==> config.mk <==
export PLATFORM = sky130hd
export DESIGN_NAME = pc_fetch_unit
export DESIGN_NICKNAME = d
export VERILOG_FILES = /design/src/rtl/pc_fetch_unit.sv
export SDC_FILE = /design/constraint.sdc
export NUM_CORES = 1
export LEC_CHECK = 0
export BUFFER_PORTS_ARGS = -buffer_cell sky130_fd_sc_hd__buf_4
export CORE_MARGIN = 5
export CORE_UTILIZATION = 40
export CTS_CLUSTER_DIAMETER = 30
export CTS_CLUSTER_SIZE = 8
export DETAILED_ROUTE_END_ITERATION = 12
export PLACE_DENSITY = 0.71
export SLEW_MARGIN = 20
export SYNTH_ARGS = -nofsm -noshare
export SYNTH_HDL_FRONTEND = slang
export SYNTH_SLANG_ARGS = --single-unit
==> constraint.sdc <==
create_clock -name clk -period 3.21 [get_ports clk]
set_input_delay 0.4815 -clock clk [delete_from_list [all_inputs] [get_ports clk]]
set_output_delay 0.4815 -clock clk [all_outputs]
set_load 0.01 [all_outputs]
==> src/rtl/pc_fetch_unit.sv <==
// pc_fetch_unit
//   Program-counter and instruction-fetch sequencer at the head of the
//   5-stage pipeline. It holds the fetch PC, issues fetch requests to
//   instruction memory with a ready handshake, applies branch/jump
//   redirects, holds on hazard stalls, and raises a flush of FLUSH_CYCLES
//   cycles after every redirect.
//
// Parameters
//   DATA_W       width of all PC/address signals
//   RESET_PC     PC loaded on reset (4-byte aligned)
//   FLUSH_CYCLES cycles flush stays high after a redirect (>= 1)
//
// Ports
//   clk, rst                 clock, synchronous active-high reset
//   stall                    hazard request to hold the PC
//   branch_taken, branch_pc  taken conditional branch and its target
//   jump, jump_pc            unconditional jump and its target (wins over branch)
//   imem_ready               instruction memory accepts the request this cycle
//   imem_req, imem_addr      fetch request valid and its address (= current_pc)
//   current_pc               registered fetch PC
//   updated_pc               current_pc + 4 (combinational, wraps)
//   fetch_valid, fetch_pc    instruction for fetch_pc returns this cycle
//   flush                    downstream stages must squash their contents
module pc_fetch_unit #(
    parameter int unsigned          DATA_W       = 16,
    parameter logic [DATA_W-1:0]    RESET_PC     = '0,
    parameter int unsigned          FLUSH_CYCLES = 1
) (
    input  logic              clk,
    input  logic              rst,
    input  logic              stall,
    input  logic              branch_taken,
    input  logic [DATA_W-1:0] branch_pc,
    input  logic              jump,
    input  logic [DATA_W-1:0] jump_pc,
    input  logic              imem_ready,
    output logic              imem_req,
    output logic [DATA_W-1:0] imem_addr,
    output logic [DATA_W-1:0] current_pc,
    output logic [DATA_W-1:0] updated_pc,
    output logic              fetch_valid,
    output logic [DATA_W-1:0] fetch_pc,
    output logic              flush
);

    localparam int unsigned   CW         = $clog2(FLUSH_CYCLES + 1);
    localparam logic [CW-1:0] FLUSH_LOAD = CW'(FLUSH_CYCLES);

    typedef enum logic [1:0] {
        S_BOOT,
        S_FETCH,
        S_HOLD,
        S_FLUSH
    } state_t;

    state_t            state;
    logic [CW-1:0]     count;
    logic              redirect;
    logic [DATA_W-1:0] target;
    logic              accept;

    assign updated_pc = current_pc + DATA_W'(4);
    assign imem_addr  = current_pc;

    always_comb begin
        redirect = branch_taken | jump;
        target   = jump ? jump_pc : branch_pc;
        // Redirect and stall both block the handshake, so a fetch that
        // memory happens to accept in a redirect cycle is simply dropped.
        accept   = (state == S_FETCH) && !redirect && !stall && imem_ready;
    end

    always_ff @(posedge clk) begin
        if (rst) begin
            state       <= S_BOOT;
            current_pc  <= RESET_PC;
            imem_req    <= 1'b0;
            fetch_valid <= 1'b0;
            fetch_pc    <= '0;
            flush       <= 1'b0;
            count       <= '0;
        end else begin
            fetch_valid <= accept;
            if (accept) begin
                fetch_pc   <= current_pc;
                current_pc <= updated_pc;
            end

            if (redirect) begin
                // Any state, including FLUSH itself, reloads target and counter.
                state      <= S_FLUSH;
                current_pc <= target;
                count      <= FLUSH_LOAD;
                imem_req   <= 1'b0;
                flush      <= 1'b1;
            end else begin
                case (state)
                    S_BOOT: begin
                        state    <= S_FETCH;
                        imem_req <= 1'b1;
                    end
                    S_FETCH: begin
                        if (stall) begin
                            state    <= S_HOLD;
                            imem_req <= 1'b0;
                        end
                    end
                    S_HOLD: begin
                        if (!stall) begin
                            state    <= S_FETCH;
                            imem_req <= 1'b1;
                        end
                    end
                    S_FLUSH: begin
                        count <= count - CW'(1);
                        if (count == CW'(1)) begin
                            flush <= 1'b0;
                            if (stall) begin
                                state    <= S_HOLD;
                                imem_req <= 1'b0;
                            end else begin
                                state    <= S_FETCH;
                                imem_req <= 1'b1;
                            end
                        end
                    end
                    default: begin
                        state    <= S_BOOT;
                        imem_req <= 1'b0;
                        flush    <= 1'b0;
                    end
                endcase
            end
        end
    end

endmodule
==> metrics.md, run 1 <==
| Metric | Value |
|---|---|
| Status | finished, final reports clean |
| Tightest Pin Transition | 0.609 ns |
| Most common cell after layout, fill and taps aside | buf_4 |
| Clk slew on worst S/H paths | 0.07 ns |
| Cell area after synthesis | 2210 um2 |
| Initial DRC Count | 174 |
| Tot GR Track Use | 0.177 |
| Post-DP HPWL | 4.70 mm |
| Worst setup EP type | primary output |
| Hold Vio Cnt, Final | 0 |
| Count of buffers from port buffering | 104 |
| Synth unique cells | 54 |
| Row cnt | 27 |
| CP arrival | 2.02 ns |
| Fin area | 2940 um2 |
| Die ar. | 7120 um2 |
| Hold buffers post-CTS | 0 |
| TNS Setup | 0 ns |
| CTS max path bufs | 2 |
| Final WS setup | 0.712 ns |
| Final cycle utilization of the critical path | 0.778 |
| CP Max Fanout | 12 |
| Worst hold slack | 0.418 ns |
| Cells after Synth | 270 |
| Clock sink count | 38 |
| H-tree levels | 2 |
| Final cell count without fillers | 418 |
| GRT overflow | 0 |
| Crit Path Class | flop to primary output |
| Width of the die | 84.4 um |
| TritonCTS buffer count | 5 |
| Final Util | 0.541 |
| Core ar. | 5440 um2 |
| Pre-antenna DRT Iters | 5 |
| Max Freq | 400 MHz |
| CTS resizes | 0 |
| Worst Path Required | 2.73 ns |
| Dpl cell area | 2850 um2 |
| Nets@finish | 384 |
| Clk root buf | clkbuf_8 |
| FFs w/ async S/R, synth | 0 |
| Post-synth EDFFs | 0 |
| # Post-CTS Setup Buffers | 0 |
| Final min period | 2.50 ns |
| Area Overhead vs Synth | 32.9% |
| Post-Route WL | 6.46 mm |
| Area leader, netlist | dfxtp_1 |
| N_diodes | 0 |
| Final Skew | 0.00260 ns |
| Largest net degree at the start of global routing | 42 |
| Most frequent cells in the layout | 106 x buf_4, 43 x nand2_1, 38 x dfxtp_1, 29 x a21oi_1, 13 x nor2_1 |
| PwrDens | 373 nW/um2 |
| Top cells by area, synth | dfxtp_1 34%, buf_4 8.1%, nand2_1 7.3% |
| HP Class | input pin to flop |
| Proportion of layout cells with a drive suffix above 1 | 0.364 |
| Initial antenna violation count | 0 |
| RSZ-0062 raised after global routing | no |
| Via density per instance | 5.21 |
| Synth warnings | 0 |
| Mapped Nets | 309 |
| DRC Markers | 0 |
| Worst VDD drop | 0.171 mV |
| Max_cap viols | 0 |
| Slew headroom | 0.593 |
| Synth Flop Type | dfxtp_1 |
| Avg Cell Area, Syn | 8.19 um2 |
| Gpl congestion | 0.841 |
| Register area share after synthesis | 0.344 |
| LEAKAGE | 1.28 nW |
| IO Count | 105 |
| Endpoints failing setup | 0 |
| Clock latency at the later pin of the worst-skew pair | 0.29 ns |
| Die height | 84.4 um |
| Via count | 2177 |
| Final Max Slew Viols | 0 |
| Initial Util | 0.407 |
| Routed len/inst | 15.4 um |
| CTS tree | built |
| Synth top area share | 0.344 |
| First-pass GRT wire length | 10.4 mm |
| DRT antenna net count | 0 |
| Flops & latches, synth | 38 |
| Dpl ws | 1.02 ns |
| Critical Path Start Type | flop |
| Inst Count DP | 410 |
| Total power | 1.10 mW |
| # fillers | 536 |
| Vias in the first global route | 2084 |
==> Yosys cell counts (3+ instances only) <==
| cell | n |
|---|---|
| nor2b_1 | 3 |
| a22oi_1 | 7 |
| buf_2 | 7 |
| a21oi_1 | 29 |
| nor2_1 | 13 |
| xnor2_1 | 7 |
| clkbuf_1 | 4 |
| nor3_1 | 10 |
| o21ai_0 | 5 |
| dfxtp_1 | 38 |
| buf_4 | 24 |
| inv_1 | 5 |
| nor4_1 | 3 |
| nand2_1 | 43 |
| mux2i_1 | 5 |
| nand3_1 | 5 |
| o21ai_1 | 4 |
| xor2_1 | 8 |
| a221o_1 | 3 |
| nor4_2 | 3 |
==> critical path, cell delays in order (launching register included) <==
cell     delay (ns)
dfxtp_1        0.59
nand3_2        0.32
nor4_2         0.49
xor2_1         0.18
buf_4          0.14
==> path summary, 6_finish.rpt <==
check,startpoint,to,slack [ns],cells after the start
hold reg to reg,fetch_pc[13],fetch_pc[13],0.45,2
setup reg to reg,state[0],current_pc[14],1.21,4
setup / recovery,current_pc[6],updated_pc[15],0.71,4
hold / removal,stall,state[0],0.42,2
==> report_power, final <==
| group | internal (mW) | total [mW] | switching (mW) |
|---|---|---|---|
| clock network | 0.173 | 0.344 | 0.171 |
| registers | 0.490 | 0.528 | 0.0380 |
| logic | 0.121 | 0.226 | 0.105 |
| total | 0.784 | 1.10 | 0.314 |
==> cell families (layout without fill, tap and decap cells) <==
family / after synthesis / after routing / share of synthesized area
and+or+nand+nor: 104 / 104 / 0.262
adders and majority gates: 1 / 1 / 0.00566
muxes: 5 / 5 / 0.0226
DFF: 38 / 38 / 0.344
AOI/OAI and AO/OA: 64 / 64 / 0.186
xor gates and xnor gates: 15 / 15 / 0.0594
buffers and inverters: 43 / 119 / 0.121
==> registers in the layout, summed over array words and instances, names as in the netlist <==
name,count
fetch_pc,16
flush,1
state,2
fetch_valid,1
current_pc,16
imem_req,1
count,1
==> metal layers <==
metal / routed length [um] / global-route usage
met1: 2760 / 0.219
met2: 3110 / 0.300
met3: 561 / 0.0618
met4: 32 / 0.0345
met5: 0 / 0
==> area by class of cell <==
| type | count | area [um2] | area share |
|---|---|---|---|
| sequential | 38 | 761 | 0.259 |
| tap | 72 | 90.1 | 0.0306 |
| clock buffer | 7 | 86.3 | 0.0294 |
| timing repair buffer | 106 | 796 | 0.271 |
| multi-input combinational | 189 | 1180 | 0.403 |
| inverter | 5 | 18.8 | 0.00638 |
| clock inverter | 1 | 5.00 | 0.00170 |
Power figures use the tool's default switching activity.
==> run 2, diff against run 1 <==
--- a/config.mk
+++ b/config.mk
@@ -11,7 +11,7 @@
 export CTS_CLUSTER_DIAMETER = 30
 export CTS_CLUSTER_SIZE = 8
 export DETAILED_ROUTE_END_ITERATION = 12
-export PLACE_DENSITY = 0.71
+export PLACE_DENSITY = 0.73
 export SLEW_MARGIN = 20
 export SYNTH_ARGS = -nofsm -noshare
 export SYNTH_HDL_FRONTEND = slang
==> constraint.sdc (replaced) <==
create_clock -name clk -period 2.1 [get_ports clk]
set_input_delay 0.315 -clock clk [delete_from_list [all_inputs] [get_ports clk]]
set_output_delay 0.315 -clock clk [all_outputs]
set_load 0.01 [all_outputs]
==> run 2 against run 1 <==
Combinational power rose by 71%; cell count increased by 3.1%; hold slack lost 0.17 ns; setup slack got worse by 0.60 ns; sequential cell count is the same; sequential share of layout area decreased by 0.98 points; power rose by 63%; die area stayed put; register-to-register slack worse by 0.80 ns; global-route usage up 1.0 points; via count is 2.2% higher.
==> metrics.md, run 2 (synthesis results as in run 1) <==
| Metric | Value |
|---|---|
| Tightest Pin Transition | 0.473 ns |
| Via density per instance | 5.16 |
| Width of the die | 84.4 um |
| Buf/Inv on CP | 1 |
| Final Skew | 0.00677 ns |
| Final Max Slew Viols | 0 |
| Clock latency at the later pin of the worst-skew pair | 0.29 ns |
| GRT overflow | 0 |
| Endpoints failing setup | 0 |
| CP cell instances | ha_1, nand3_4, nor4_2, xor2_1, buf_4 |
| N_diodes | 0 |
| Initial Util | 0.407 |
| Total power | 1.79 mW |
| Fin area | 3070 um2 |
| # Post-CTS Setup Buffers | 0 |
| Crit Path Class | flop to primary output |
| PwrDens | 583 nW/um2 |
| Max stage delay on crit path | 0.34 ns |
| Worst Path Required | 1.78 ns |
| Routed len/inst | 15.4 um |
| Final cycle utilization of the critical path | 0.947 |
| Initial DRC Count | 109 |
| Count of buffers from port buffering | 104 |
| Most common cell after layout, fill and taps aside | buf_4 |
| Hold buffers post-CTS | 0 |
| CP Max Fanout | 10 |
| CP arrival | 1.67 ns |
| Vias in the first global route | 2191 |
| DRC Markers | 0 |
| Top delay family on crit path | simple AND/OR/NAND/NOR gates |
| TNS Setup | 0 ns |
| Die height | 84.4 um |
| CTS max path bufs | 2 |
| Worst hold slack | 0.253 ns |
| Dpl cell area | 2950 um2 |
| Max_cap viols | 0 |
| Hold Vio Cnt, Final | 0 |
| Final min period | 1.99 ns |
| Via count | 2224 |
| Inst Count DP | 423 |
| Pre-antenna DRT Iters | 7 |
| Most frequent cells in the layout | 119 x buf_4, 43 x nand2_1, 35 x dfxtp_1, 29 x a21oi_1, 13 x nor2_1 |
| Nets@finish | 397 |
| Largest net degree at the start of global routing | 29 |
| Core ar. | 5440 um2 |
| Area Overhead vs Synth | 38.9% |
| Post-Route WL | 6.66 mm |
| HP Class | input pin to flop |
| Gpl congestion | 0.856 |
| DRT antenna net count | 0 |
| First-pass GRT wire length | 11.1 mm |
| Tot GR Track Use | 0.187 |
| Worst VDD drop | 0.401 mV |
| Row cnt | 27 |
| Worst setup EP type | primary output |
| Clock sink count | 38 |
| Dpl ws | 0.329 ns |
| Slew headroom | 0.684 |
| Post-DP HPWL | 4.97 mm |
| LEAKAGE | 1.36 nW |
| RSZ-0062 raised after global routing | no |
| Critical Path Start Type | flop |
| TritonCTS buffer count | 5 |
| Clk slew on worst S/H paths | 0.07 ns |
| Final WS setup | 0.112 ns |
| Die ar. | 7120 um2 |
| Proportion of layout cells with a drive suffix above 1 | 0.396 |
| Final Util | 0.565 |
| Worst path slowest cell | dfxtp_1 |
| Final cell count without fillers | 431 |
| Largest regs | current_pc (16), fetch_pc (16), state (2) |
| Status | finished, final reports clean |
| CTS tree | built |
| Clk root buf | clkbuf_8 |
| Max Freq | 503 MHz |
| IO Count | 105 |
| H-tree levels | 2 |
| Initial antenna violation count | 0 |
-- run 2: layout make-up --
class                           instances  area (um2)
Timing Repair Buffer                  119         893
Clock inverter                          1        30.0
Inverter                                5        18.8
Clock buffer                            7        76.3
Multi-Input combinational cell        189        1200
Fill cell                             528        2370
Tap cell                               72        90.1
Sequential cell                        38         764
-- run 2: metal layers --
layer,track usage,wire (um),vias to the layer above,part of all wire
li1,-,-,1116,-
met1,0.244,2760,1012,0.41
met2,0.306,3240,88,0.49
met3,0.0618,613,8,0.092
met4,0.0331,37,0,0.0056
met5,0,0,-,0
-- run 2: path summary, 6_finish.rpt --
path / end / start / slack, ns / cells after the start
setup / recovery: updated_pc[14] / current_pc[2] / 0.11 / 5
hold / removal: state[0] / stall / 0.25 / 2
setup reg to reg: current_pc[12] / current_pc[8] / 0.41 / 5
hold reg to reg: fetch_pc[6] / fetch_pc[6] / 0.46 / 2
-- run 2: what timing repair did --
action,in CTS,in global routing
resized for setup,1,4
pin swaps,0,1
setup endpoints to repair,1,6
cloned,0,0
-- run 2: report_power, final --
group / total, mW / leakage [nW] / switching (mW) / internal, mW
clock: 0.615 / 0.0524 / 0.259 / 0.356
sequential: 0.787 / 0.312 / 0.0378 / 0.749
combinational: 0.387 / 0.998 / 0.186 / 0.201
total: 1.79 / 1.36 / 0.483 / 1.31
